### config.mk
export PLATFORM = sky130hd
export DESIGN_NAME = asmd_divider
export DESIGN_NICKNAME = d
export VERILOG_FILES = /design/src/rtl/asmd_divider_pkg.sv /design/src/rtl/asmd_divider_datapath.sv /design/src/rtl/asmd_divider.sv
export SDC_FILE = /design/constraint.sdc
export NUM_CORES = 1
export LEC_CHECK = 0
export BUFFER_PORTS_ARGS = -buffer_cell sky130_fd_sc_hd__buf_2
export CORE_AREA = 10 10 52 95
export CTS_CLUSTER_DIAMETER = 150
export DETAILED_ROUTE_END_ITERATION = 12
export DIE_AREA = 0 0 62 105
export PLACE_DENSITY = 0.6
export SYNTH_ARGS = -nofsm -noshare
export SYNTH_HDL_FRONTEND = slang
export SYNTH_SLANG_ARGS = --single-unit
### constraint.sdc
create_clock -name clk -period 5 [get_ports clk]
set_input_delay 1 -clock clk [delete_from_list [all_inputs] [get_ports clk]]
set_output_delay 1 -clock clk [all_outputs]
set_load 0.02 [all_outputs]
### src/rtl/asmd_divider_pkg.sv
// Shared ASMD controller definitions: state encodings and counter sizing.
// Used by asmd_divider and the asmd_multiplier controller.
package asmd_pkg;

    typedef enum logic [1:0] {
        S_IDLE,
        S_RUN,
        S_ERR
    } state_t;

    function automatic int cnt_width(input int w);
        return (w < 1) ? 1 : $clog2(w + 1);
    endfunction

endpackage

### src/rtl/asmd_divider_datapath.sv
// Restoring-divider datapath: partial remainder R, quotient shift register D,
// divisor latch and the trial subtractor, driven by load/step enables.
module asmd_divider_datapath #(
    parameter int word_length = 4
) (
    input  logic                       clk,
    input  logic                       load,
    input  logic                       step,
    input  logic [2*word_length-1:0]   dividend,
    input  logic [word_length-1:0]     divisor,
    output logic [word_length:0]       rem,
    output logic [word_length-1:0]     quo
);

    logic [word_length:0]   r_q;
    logic [word_length-1:0] d_q;
    logic [word_length-1:0] dvs_q;
    logic [word_length+1:0] r_sh;
    logic [word_length:0]   r_next;
    logic                   q_bit;

    always_comb begin
        r_sh  = {r_q, d_q[word_length-1]};
        q_bit = (r_sh >= {2'b00, dvs_q});
        if (q_bit) begin
            r_next = (word_length+1)'(r_sh - {2'b00, dvs_q});
        end else begin
            r_next = (word_length+1)'(r_sh);
        end
    end

    // The dividend's upper half preloads R so W steps yield the full quotient.
    always_ff @(posedge clk) begin
        if (load) begin
            r_q   <= {1'b0, dividend[2*word_length-1:word_length]};
            d_q   <= dividend[word_length-1:0];
            dvs_q <= divisor;
        end else if (step) begin
            r_q   <= r_next;
            d_q   <= {d_q[word_length-2:0], q_bit};
        end
    end

    assign rem = r_q;
    assign quo = d_q;

endmodule

### src/rtl/asmd_divider.sv
// Sequential restoring divider (2W / W) with start/ready handshake.
// Optional macro ASMD_DIVIDER_ERR_CHECK_EN enables the overflow/divide-by-zero pre-check.
module asmd_divider
    import asmd_pkg::*;
#(
    parameter int word_length = 4
) (
    input  logic                       clk,
    input  logic                       reset,
    input  logic                       start,
    input  logic [2*word_length-1:0]   dividend,
    input  logic [word_length-1:0]     divisor,
    output logic [word_length-1:0]     quotient,
    output logic [word_length-1:0]     remainder,
    output logic                       ready,
    output logic                       err
);

    localparam int CW = cnt_width(word_length);

    state_t                 state;
    logic [CW-1:0]          count;
    logic                   load;
    logic                   step;
    logic [word_length:0]   dp_rem;
    logic [word_length-1:0] dp_quo;

    assign load = (state == S_IDLE) && start;
    assign step = (state == S_RUN) && (count != '0);

    asmd_divider_datapath #(
        .word_length(word_length)
    ) u_datapath (
        .clk      (clk),
        .load     (load),
        .step     (step),
        .dividend (dividend),
        .divisor  (divisor),
        .rem      (dp_rem),
        .quo      (dp_quo)
    );

    always_ff @(posedge clk) begin
        if (reset) begin
            state     <= S_IDLE;
            count     <= '0;
            ready     <= 1'b1;
            quotient  <= '0;
            remainder <= '0;
            err       <= 1'b0;
        end else begin
            case (state)
                S_IDLE: begin
                    if (start) begin
                        count <= CW'(word_length);
                        ready <= 1'b0;
                        err   <= 1'b0;
`ifdef ASMD_DIVIDER_ERR_CHECK_EN
                        if ((divisor == '0) ||
                            (dividend[2*word_length-1:word_length] >= divisor)) begin
                            state <= S_ERR;
                        end else begin
                            state <= S_RUN;
                        end
`else
                        state <= S_RUN;
`endif
                    end
                end
                S_RUN: begin
                    // One extra cycle at count==0 registers the finished result.
                    if (count == '0) begin
                        quotient  <= dp_quo;
                        remainder <= word_length'(dp_rem);
                        ready     <= 1'b1;
                        state     <= S_IDLE;
                    end else begin
                        count <= count - 1'b1;
                    end
                end
                S_ERR: begin
                    quotient  <= '1;
                    remainder <= '0;
                    err       <= 1'b1;
                    ready     <= 1'b1;
                    state     <= S_IDLE;
                end
                default: begin
                    state <= S_IDLE;
                    ready <= 1'b1;
                end
            endcase
        end
    end

endmodule

==> results of run 1 <==
-- worst min-delay path by stage --
| stage | startpoint | to | slack, ns | cells after the start |
|---|---|---|---|---|
| floorplan | u_datapath.rem[4]$_SDFFE_PP0P_ | u_datapath.rem[4]$_SDFFE_PP0P_ | 0.44 | 2 |
| CTS | quotient[0]$_SDFFE_PP0P_ | quotient[0]$_SDFFE_PP0P_ | 0.46 | 2 |
| global route | quotient[0]$_SDFFE_PP0P_ | quotient[0]$_SDFFE_PP0P_ | 0.49 | 2 |
| detailed placement | remainder[3]$_SDFFE_PP0P_ | remainder[3]$_SDFFE_PP0P_ | 0.45 | 2 |
| global placement | remainder[0]$_SDFFE_PP0P_ | remainder[0]$_SDFFE_PP0P_ | 0.44 | 2 |
| finish | remainder[3]$_SDFFE_PP0P_ | remainder[3]$_SDFFE_PP0P_ | 0.45 | 2 |
-- cells by family after synthesis --
kind of cell	after synthesis	share of synthesized area
AOI/OAI and AO/OA	24	0.134
xor gates and xnor gates	4	0.0275
adders and majority gates	7	0.0745
muxes	6	0.0520
other	1	0.00294
DFF	26	0.502
and+or+nand+nor	45	0.157
buffers and inverters	16	0.0500
-- stage by stage --
stage	util	hold slack, ns	power [mW]	instances	instance area (um2)
6_report	0.437	0.455	0.652	197	1490
5_1_grt	0.437	0.487	0.686	197	1490
4_1_cts	0.437	0.459	0.656	197	1490
3_5_place_dp	0.416	0.446	0.482	193	1420
3_3_place_gp	0.416	0.441	0.477	193	1420
2_1_floorplan	-	0.438	0.437	129	1280
-- cell usage after synthesis (all sizes together) (2+ instances only) --
master / count / area, um2
a21oi: 15 / 78.8
buf: 2 / 11.3
clkbuf: 5 / 18.8
dfxtp: 14 / 280
edfxtp: 12 / 360
ha: 6 / 75.1
inv: 9 / 33.8
mux2: 2 / 26.3
mux2i: 4 / 40.0
nand2: 25 / 93.8
nand2b: 2 / 12.5
nand3: 9 / 45.0
nor2: 3 / 11.3
nor2b: 3 / 18.8
o21ai: 2 / 17.5
xnor2: 2 / 17.5
xor2: 2 / 17.5
-- layout by cell type, fill, tap and decap left out --
cell type / Yosys / final
nand2_1: 25 / 25
buf_2: 0 / 23
a21oi_1: 14 / 14
dfxtp_1: 14 / 14
edfxtp_1: 12 / 12
inv_1: 9 / 9
nand3_1: 9 / 9
ha_1: 6 / 6
mux2i_1: 4 / 4
nor2_1: 3 / 3
nor2b_1: 3 / 3
clkbuf_8: 0 / 3
nand2b_1: 2 / 2
xor2_1: 2 / 2
o21ai_2: 2 / 2
xnor2_1: 2 / 2
a21o_2: 1 / 1
a41o_1: 1 / 1
a2111oi_4: 1 / 1
mux2_4: 1 / 1
a21oi_2: 1 / 1
o21a_1: 1 / 1
nand3b_1: 1 / 1
and2_1: 1 / 1
a31oi_1: 1 / 1
o31ai_1: 1 / 1
mux2_2: 1 / 1
o21bai_1: 1 / 1
nor3_1: 1 / 1
fa_1: 1 / 1
conb_1: 1 / 1
bufinv_16: 0 / 1
-- sequential cells by signal, indices dropped and copies added (netlist names) --
register,count
u_datapath.dvs_q,4
ready,1
state,1
u_datapath.quo,4
u_datapath.rem,5
count,3
quotient,4
remainder,4
-- worst max-delay path: cells and delay by family, from the launching register on --
kind	cells	cell delay (ns)
flip-flops	1	0.40
AO/OA/AOI/OAI	3	0.90
buffers and inverters	2	0.14
multiplexers	1	0.31
adder cells (fa/ha/maj)	2	0.55
-- area by class of cell --
class	count	share of cell area
multi-input combinational	87	0.383
clock buffer	3	0.0277
timing repair buffer	23	0.0771
inverter	9	0.0226
sequential	26	0.429
tap	48	0.0402
clock inverter	1	0.0201
-- power breakdown --
part           leakage (nW)  total, mW  switching (mW)  internal (mW)
clock network        0.0357      0.175          0.0679          0.107
registers             0.232      0.289          0.0265          0.262
logic                 0.374      0.188           0.104         0.0840
total                 0.641      0.652           0.199          0.453
-- layer usage --
| layer | part of all wire | track usage | up-vias |
|---|---|---|---|
| met5 | 0 | 0 | - |
| met4 | 0.026 | 0.0434 | 0 |
| met3 | 0.042 | 0.0218 | 6 |
| met2 | 0.55 | 0.147 | 21 |
| met1 | 0.38 | 0.0809 | 421 |
| li1 | - | - | 476 |
==> results.py, run 1 <==
metrics = {
    "drt": {
        "vias": 924,
        "wl_per_cell_um": 13.0,
        "wirelength_um": 2570,
        "antenna_left": 0,
        "drc": 0,
        "drtIter0Drc": 6,
        "first_pass_iters": 4,
        "avgViaCountPerCell": 4.69,
    },
    "setup_path": {
        "crit_path_end": "u_datapath.rem[1]$_DFFE_PP_",
        "start_kind": "flop",
        "path_class": "flop to flop",
        "r2r_slack_ns": 2.45,
        "worst-r2r-cell-count": 8,
        "critical_path.startpoint": "u_datapath.quo[3]$_DFFE_PP_",
        "cp_common_cell": "inv_1",
        "cpPeakStageDelay_ns": 0.60,
        "endpoint_kind": "flop",
        "path_max_fanout": 6,
        "r2r_start": "u_datapath.quo[3]$_DFFE_PP_",
        "crit_path_top_delay_cell": "a2111oi_4",
        "required_ns": 5.02,
        "cp_data_arrival_time_ns": 2.57,
        "reg2reg_to": "u_datapath.rem[1]$_DFFE_PP_",
        "crit_chain": "inv_1 > ha_1 > inv_1 > fa_1 > a21o_2 > a2111oi_4 > mux2i_1 > o21ai_2",
    },
    "logic_synthesis": {
        "syn_inst": 129,
        "synth-seq-area-share": 0.502,
        "avgSynthCellArea_um2": 9.89,
        "synth_area_um2": 1280,
        "ys_ff_latch": 26,
        "syn-num-nets": 151,
        "yosysWarnings": 0,
        "async_flop_share": 0,
        "yosysUniqueCellTypes": 32,
        "synthFlopType": "dfxtp_1",
        "synth_edf_count": 12,
    },
    "sta": {
        "fin_crit_ns": 2.55,
        "timing.setup.tns_ns": 0,
        "finalHoldViolations": 0,
        "rsz0062_at_grt": "false",
        "setup_viol": 0,
        "tightest_slew_ns": 0.719,
        "slew_headroom": 0.520,
        "fin_skew_ns": 0.00411,
        "period_share": 0.509,
        "drv_slew": 0,
        "setup_ws_ns": 2.45,
        "clock.fmax_ghz": 0.393,
    },
    "placement": {
        "post-place-ws_ns": 2.38,
        "gp_congestion": 0.862,
        "io_buffer_count": 23,
        "dpl.hpwl_um": 2070,
    },
    "die": {
        "initial_utilization": 0.374,
        "core_um2": 3420,
        "die_h_um": 105,
        "chipWidth_um": 62,
        "dieArea_um2": 6510,
        "placementRows": 30,
        "io_pins": 25,
    },
    "grt": {
        "antenna_found_initial": 0,
        "grt_use_total": 0.0829,
        "grt_pass1_vias": 933,
        "grt_pass1_wl_um": 4160,
        "overflow": 0,
        "grt_max_degree": 17,
    },
    "worst_hold_path": {
        "hold_path_class": "flop to flop",
    },
    "cts": {
        "postCtsSetupRepairBufs": 0,
        "ctsResizeCount": 0,
        "cts-root-buf": "clkbuf_8",
        "cts_buffers": 3,
        "cts_tree": "yes",
        "cts_max_level": 1,
        "cts_hold_buffers": 0,
        "clkTransAtPathRegs_ns": 0.09,
        "clkSinkCount": 26,
        "clk_latency_ns": 0.27,
        "max-clock-path-buffers": 2,
    },
    "layout": {
        "fillers": 347,
        "drive_gt1_frac": 0.228,
        "fin_nets": 172,
        "multi_input_area_um2": 572,
        "num_antenna_cells": 0,
        "seq_area_um2": 641,
        "area_delta_synth_final_pct": 17.0,
    },
    "pwr": {
        "ir_drop_uv": 272,
        "leakagePower_nw": 0.641,
        "power.density_nw_per_um2": 437,
    },
    "job": {
        "max_cap_viol_count": 0,
    },
    "status": {
        "outcome": "completed",
    },
}
Note: power is estimated with default switching activity, not from simulation.
==> run 2: changes to the inputs <==
- PLACE_DENSITY: 0.6 -> 0.63
- clock period: 5 -> 2.25 ns (I/O delays scaled with it)
==> results.py, run 2 (synthesis gave the netlist of run 1 again) <==
metrics = {
    "worst_hold_path": {
        "whs_path_depth": 1,
        "worstHoldStart": "divisor[0]",
        "min_to": "u_datapath.dvs_q[0]$_DFFE_PP_",
        "hold_path_class": "input port to flop",
    },
    "layout": {
        "layout_commonest_cell": "nand2_1",
        "multi_input_area_um2": 597,
        "seq_area_um2": 641,
        "mostFrequentLayoutCells": "25 x nand2_1, 23 x buf_2, 14 x a21oi_1, 14 x dfxtp_1",
        "fin_nets": 184,
        "post-route-util": 0.471,
        "final_cell_area_um2": 1610,
        "num_antenna_cells": 0,
        "largest_register_ffs": 5,
        "area_delta_synth_final_pct": 26.0,
        "fillers": 315,
        "drive_gt1_frac": 0.317,
    },
    "grt": {
        "grt_pass1_vias": 1005,
        "grt_use_total": 0.0916,
        "grt_pass1_wl_um": 4580,
        "overflow": 0,
        "grt_max_degree": 16,
        "antenna_found_initial": 0,
    },
    "pwr": {
        "pwr-share-comb": 0.339,
        "power.density_nw_per_um2": 970,
        "pwr-share-clk": 0.252,
        "leakagePower_nw": 0.698,
        "ir_drop_uv": 569,
        "switchingPower_mw": 0.469,
        "power_mw": 1.56,
        "internal-power_mw": 1.09,
        "seq_power_share": 0.409,
        "swShare": 0.301,
    },
    "cts": {
        "cts_tree": "yes",
        "cts-root-buf": "clkbuf_8",
        "cts_buffers": 3,
        "cts_max_level": 1,
        "max-clock-path-buffers": 2,
        "clk_latency_ns": 0.27,
        "cts_hold_buffers": 0,
        "clkTransAtPathRegs_ns": 0.09,
        "clkSinkCount": 26,
    },
    "placement": {
        "placed_area_um2": 1490,
        "dpl.hpwl_um": 2190,
        "gp_congestion": 0.868,
        "io_buffer_count": 23,
    },
    "setup_path": {
        "cpPeakStageDelay_ns": 0.43,
        "r2r_start": "u_datapath.quo[3]$_DFFE_PP_",
        "endpoint_kind": "flop",
        "reg2reg_to": "u_datapath.rem[0]$_DFFE_PP_",
        "path_delay_family": "compound AO/OA/AOI/OAI gates",
        "critPathBufInv": 3,
        "path_max_fanout": 5,
        "crit_path_top_delay_cell": "edfxtp_1",
        "worst-r2r-cell-count": 9,
        "r2r_slack_ns": -0.09,
        "crit_chain": "inv_2 > ha_4 > inv_2 > fa_2 > a21o_4 > a2111oi_4 > buf_4 > mux2_4 > a21oi_2",
        "cp_common_cell": "inv_2",
        "required_ns": 2.39,
        "cp_data_arrival_time_ns": 2.48,
        "start_kind": "flop",
        "path_class": "flop to flop",
    },
    "die": {
        "io_pins": 25,
        "die_h_um": 105,
        "dieArea_um2": 6510,
        "chipWidth_um": 62,
        "placementRows": 30,
        "core_um2": 3420,
        "initial_utilization": 0.374,
    },
    "sta": {
        "tightest_slew_ns": 0.774,
        "fin_crit_ns": 2.34,
        "setup_viol": 3,
        "setup_ws_ns": -0.0906,
        "slew_headroom": 0.483,
        "timing.setup.tns_ns": -0.181,
        "fin_skew_ns": 0.00116,
        "finalHoldViolations": 0,
        "clock.fmax_ghz": 0.427,
        "drv_slew": 0,
        "rsz0062_at_grt": "true",
        "period_share": 1.04,
    },
    "drt": {
        "wl_per_cell_um": 13.1,
        "antenna_left": 0,
        "first_pass_iters": 4,
        "drtIter0Drc": 11,
        "vias": 990,
        "avgViaCountPerCell": 4.74,
        "wirelength_um": 2750,
        "drc": 0,
    },
    "status": {
        "violations": "setup timing",
        "outcome": "finished with violations",
    },
    "job": {
        "max_cap_viol_count": 0,
    },
}
[run 2: changes by cell type in the layout (fill, tap and decap cells not counted)]
cell / before / now
a21o_4: 0 / 1
a21o_2: 1 / 0
inv_1: 9 / 7
mux2i_2: 0 / 1
fa_2: 0 / 1
ha_1: 6 / 5
inv_2: 0 / 2
buf_4: 0 / 12
fa_1: 1 / 0
ha_4: 0 / 1
mux2i_1: 4 / 3
[run 2: stage by stage]
stage	cells	hold WS [ns]	worst slack [ns]
floorplan	129	0.438	-0.00471
global placement	202	0.443	-0.0128
detailed placement	202	0.445	-0.124
CTS	208	0.344	-0.0935
global route	209	0.327	-0.179
finish	209	0.344	-0.0906
[run 2: layout make-up]
cell class | count | share of cell area
Timing Repair Buffer | 35 | 0.128
Sequential cell | 26 | 0.398
Tap cell | 48 | 0.0374
Clock inverter | 1 | 0.0187
Multi-Input combinational cell | 87 | 0.371
Inverter | 9 | 0.0210
Clock buffer | 3 | 0.0257
[run 2: how the worst max path moves through the flow]
stage,start,to,slack [ns],depth (start not counted)
6_report,u_datapath.quo[3]$_DFFE_PP_,u_datapath.rem[0]$_DFFE_PP_,-0.09,9
5_1_grt,u_datapath.quo[3]$_DFFE_PP_,u_datapath.rem[0]$_DFFE_PP_,-0.18,9
4_1_cts,u_datapath.quo[3]$_DFFE_PP_,u_datapath.rem[0]$_DFFE_PP_,-0.09,9
3_5_place_dp,u_datapath.quo[3]$_DFFE_PP_,u_datapath.rem[0]$_DFFE_PP_,-0.12,9
3_3_place_gp,u_datapath.quo[3]$_DFFE_PP_,u_datapath.rem[0]$_DFFE_PP_,-0.01,9
2_1_floorplan,u_datapath.quo[3]$_DFFE_PP_,u_datapath.rem[0]$_DFFE_PP_,-0.005,8
[run 2: metal layers]
metal  global-route usage  part of all wire
met5                    0                 0
met4               0.0531             0.033
met2                0.157              0.55
met3               0.0315             0.065
met1               0.0875              0.35
[run 2: power by group through the flow]
| stage | logic [mW] | clock network (mW) | registers [mW] |
|---|---|---|---|
| global route | 0.588 | 0.424 | 0.645 |
| global placement | 0.471 | 0 | 0.641 |
| detailed placement | 0.484 | 0 | 0.647 |
| floorplan | 0.323 | 0 | 0.650 |
| CTS | 0.519 | 0.397 | 0.637 |
| finish | 0.529 | 0.393 | 0.638 |
[run 2: timing repair]
action	4_1_cts	5_1_grt
pin swaps	1	0
resized for setup	5	1
setup endpoints to repair	3	5
buffers inserted	2	1
==> run 3: changes to the inputs <==
- CTS_BUF_LIST: default -> sky130_fd_sc_hd__clkbuf_16
==> results.py, run 3 (synthesis gave the netlist of run 1 again) <==
metrics = {
    "drt": {
        "route.met3.wl_um": 127,
        "drc": 0,
        "wl_per_cell_um": 13.2,
        "top_layer_used": "met4",
        "antenna_left": 0,
        "avgViaCountPerCell": 4.67,
        "m1WireLength_um": 998,
        "wirelength_um": 2740,
        "vias": 966,
        "drtIter0Drc": 13,
        "route.met2.wl_um": 1560,
        "first_pass_iters": 4,
    },
    "cts": {
        "clkSinkCount": 26,
        "cts_tree": "yes",
        "clkTransAtPathRegs_ns": 0.06,
        "clk_latency_ns": 0.26,
        "max-clock-path-buffers": 2,
        "cts-root-buf": "clkbuf_16",
        "cts_buffers": 3,
        "cts_hold_buffers": 0,
        "cts_max_level": 1,
    },
    "layout": {
        "fillers": 317,
        "fin_nets": 182,
        "mostFrequentLayoutCells": "25 x nand2_1, 23 x buf_2, 14 x a21oi_1, 14 x dfxtp_1, 12 x edfxtp_1",
        "layout_commonest_cell": "nand2_1",
        "final_cell_area_um2": 1620,
        "num_antenna_cells": 0,
        "area_delta_synth_final_pct": 27.2,
        "largest_register_ffs": 5,
        "drive_gt1_frac": 0.302,
    },
    "sta": {
        "fin_crit_ns": 2.34,
        "drv_slew": 0,
        "period_share": 1.04,
        "slew_headroom": 0.479,
        "rsz0062_at_grt": "true",
        "tightest_slew_ns": 0.780,
        "finalHoldViolations": 0,
        "fin_skew_ns": 0.00287,
        "clock.fmax_ghz": 0.427,
        "setup_viol": 3,
        "setup_ws_ns": -0.0940,
        "holdWs_ns": 0.362,
    },
    "setup_path": {
        "cpPeakStageDelay_ns": 0.42,
        "path_max_fanout": 5,
        "required_ns": 2.37,
        "path_class": "flop to flop",
        "cp_data_arrival_time_ns": 2.46,
        "reg2reg_to": "u_datapath.rem[0]$_DFFE_PP_",
        "endpoint_kind": "flop",
        "worst-r2r-cell-count": 9,
        "r2r_start": "u_datapath.quo[3]$_DFFE_PP_",
        "crit_chain": "inv_2 > ha_4 > inv_2 > fa_2 > a21o_4 > a2111oi_4 > buf_4 > mux2_4 > a21oi_2",
        "start_kind": "flop",
        "r2r_slack_ns": -0.09,
        "crit_path_top_delay_cell": "edfxtp_1",
        "cp_common_cell": "inv_2",
    },
    "worst_hold_path": {
        "hold_path_class": "input port to flop",
        "worstHoldStart": "divisor[0]",
        "whs_path_depth": 1,
        "min_to": "u_datapath.dvs_q[0]$_DFFE_PP_",
    },
    "placement": {
        "placed_area_um2": 1490,
        "dpl.hpwl_um": 2190,
        "gp_congestion": 0.868,
        "io_buffer_count": 23,
    },
    "die": {
        "core_um2": 3420,
        "initial_utilization": 0.374,
        "placementRows": 30,
        "dieArea_um2": 6510,
        "io_pins": 25,
        "chipWidth_um": 62,
        "die_h_um": 105,
    },
    "pwr": {
        "leakagePower_nw": 0.704,
        "power_mw": 1.67,
        "ir_drop_uv": 668,
        "power.density_nw_per_um2": 1030,
    },
    "job": {
        "max_cap_viol_count": 0,
    },
    "status": {
        "outcome": "finished with violations",
        "violations": "setup timing",
    },
    "grt": {
        "antenna_found_initial": 0,
        "grt_max_degree": 16,
        "grt_pass1_wl_um": 4550,
        "grt_pass1_vias": 981,
        "overflow": 0,
        "grt_use_total": 0.0911,
    },
}
## run 3: worst max-delay path, delay by kind of cell (launching register included)
kind | cells | cell delay [ns]
compound gates | 3 | 0.66
fa+ha+maj | 2 | 0.48
buf+inv | 3 | 0.33
flops | 1 | 0.42
mux | 1 | 0.31
## run 3: worst max-delay path by stage
stage | startpoint | endpoint | slack, ns | cells after the start
final | u_datapath.quo[3]$_DFFE_PP_ | u_datapath.rem[0]$_DFFE_PP_ | -0.09 | 9
after global routing | u_datapath.quo[3]$_DFFE_PP_ | u_datapath.rem[0]$_DFFE_PP_ | -0.17 | 9
after CTS | u_datapath.quo[3]$_DFFE_PP_ | u_datapath.rem[0]$_DFFE_PP_ | -0.1 | 9
after detailed placement | u_datapath.quo[3]$_DFFE_PP_ | u_datapath.rem[0]$_DFFE_PP_ | -0.12 | 9
after global placement | u_datapath.quo[3]$_DFFE_PP_ | u_datapath.rem[0]$_DFFE_PP_ | -0.01 | 9
after floorplan | u_datapath.quo[3]$_DFFE_PP_ | u_datapath.rem[0]$_DFFE_PP_ | -0.005 | 8
## run 3: repair_timing
| item | in CTS | in global routing |
|---|---|---|
| buffers inserted | 1 | 0 |
| pin swaps | 1 | 0 |
| resized for setup | 5 | 0 |
| endpoints found under the setup margin | 3 | 4 |
## run 3: per-layer routing
metal,up-vias,global-route usage
met1,448,0.0903
li1,494,-
met2,19,0.166
met4,0,0.0386
met5,-,0
met3,5,0.0206
## run 3: layout make-up
cell class	count	area, um2	share of cell area
Inverter	9	33.8	0.0208
Timing Repair Buffer	33	190	0.117
Sequential cell	26	641	0.395
Multi-Input combinational cell	87	593	0.365
Tap cell	48	60.1	0.0370
Clock buffer	3	75.1	0.0463
Clock inverter	1	30.0	0.0185
## run 3: per-stage QoR
step | std cells | worst slack (ns) | TNS [ns] | utilization
finish | 207 | -0.0940 | -0.166 | 0.475
CTS | 207 | -0.0955 | -0.185 | 0.475
global placement | 202 | -0.0128 | -0.0128 | 0.437
detailed placement | 202 | -0.124 | -0.288 | 0.437
floorplan | 129 | -0.00471 | -0.00471 | -
global route | 207 | -0.171 | -0.489 | 0.475
## run 3: power by group
group / switching [mW] / total (mW) / internal (mW)
Combinational: 0.257 / 0.511 / 0.254
Clock: 0.165 / 0.519 / 0.354
Sequential: 0.0536 / 0.637 / 0.584
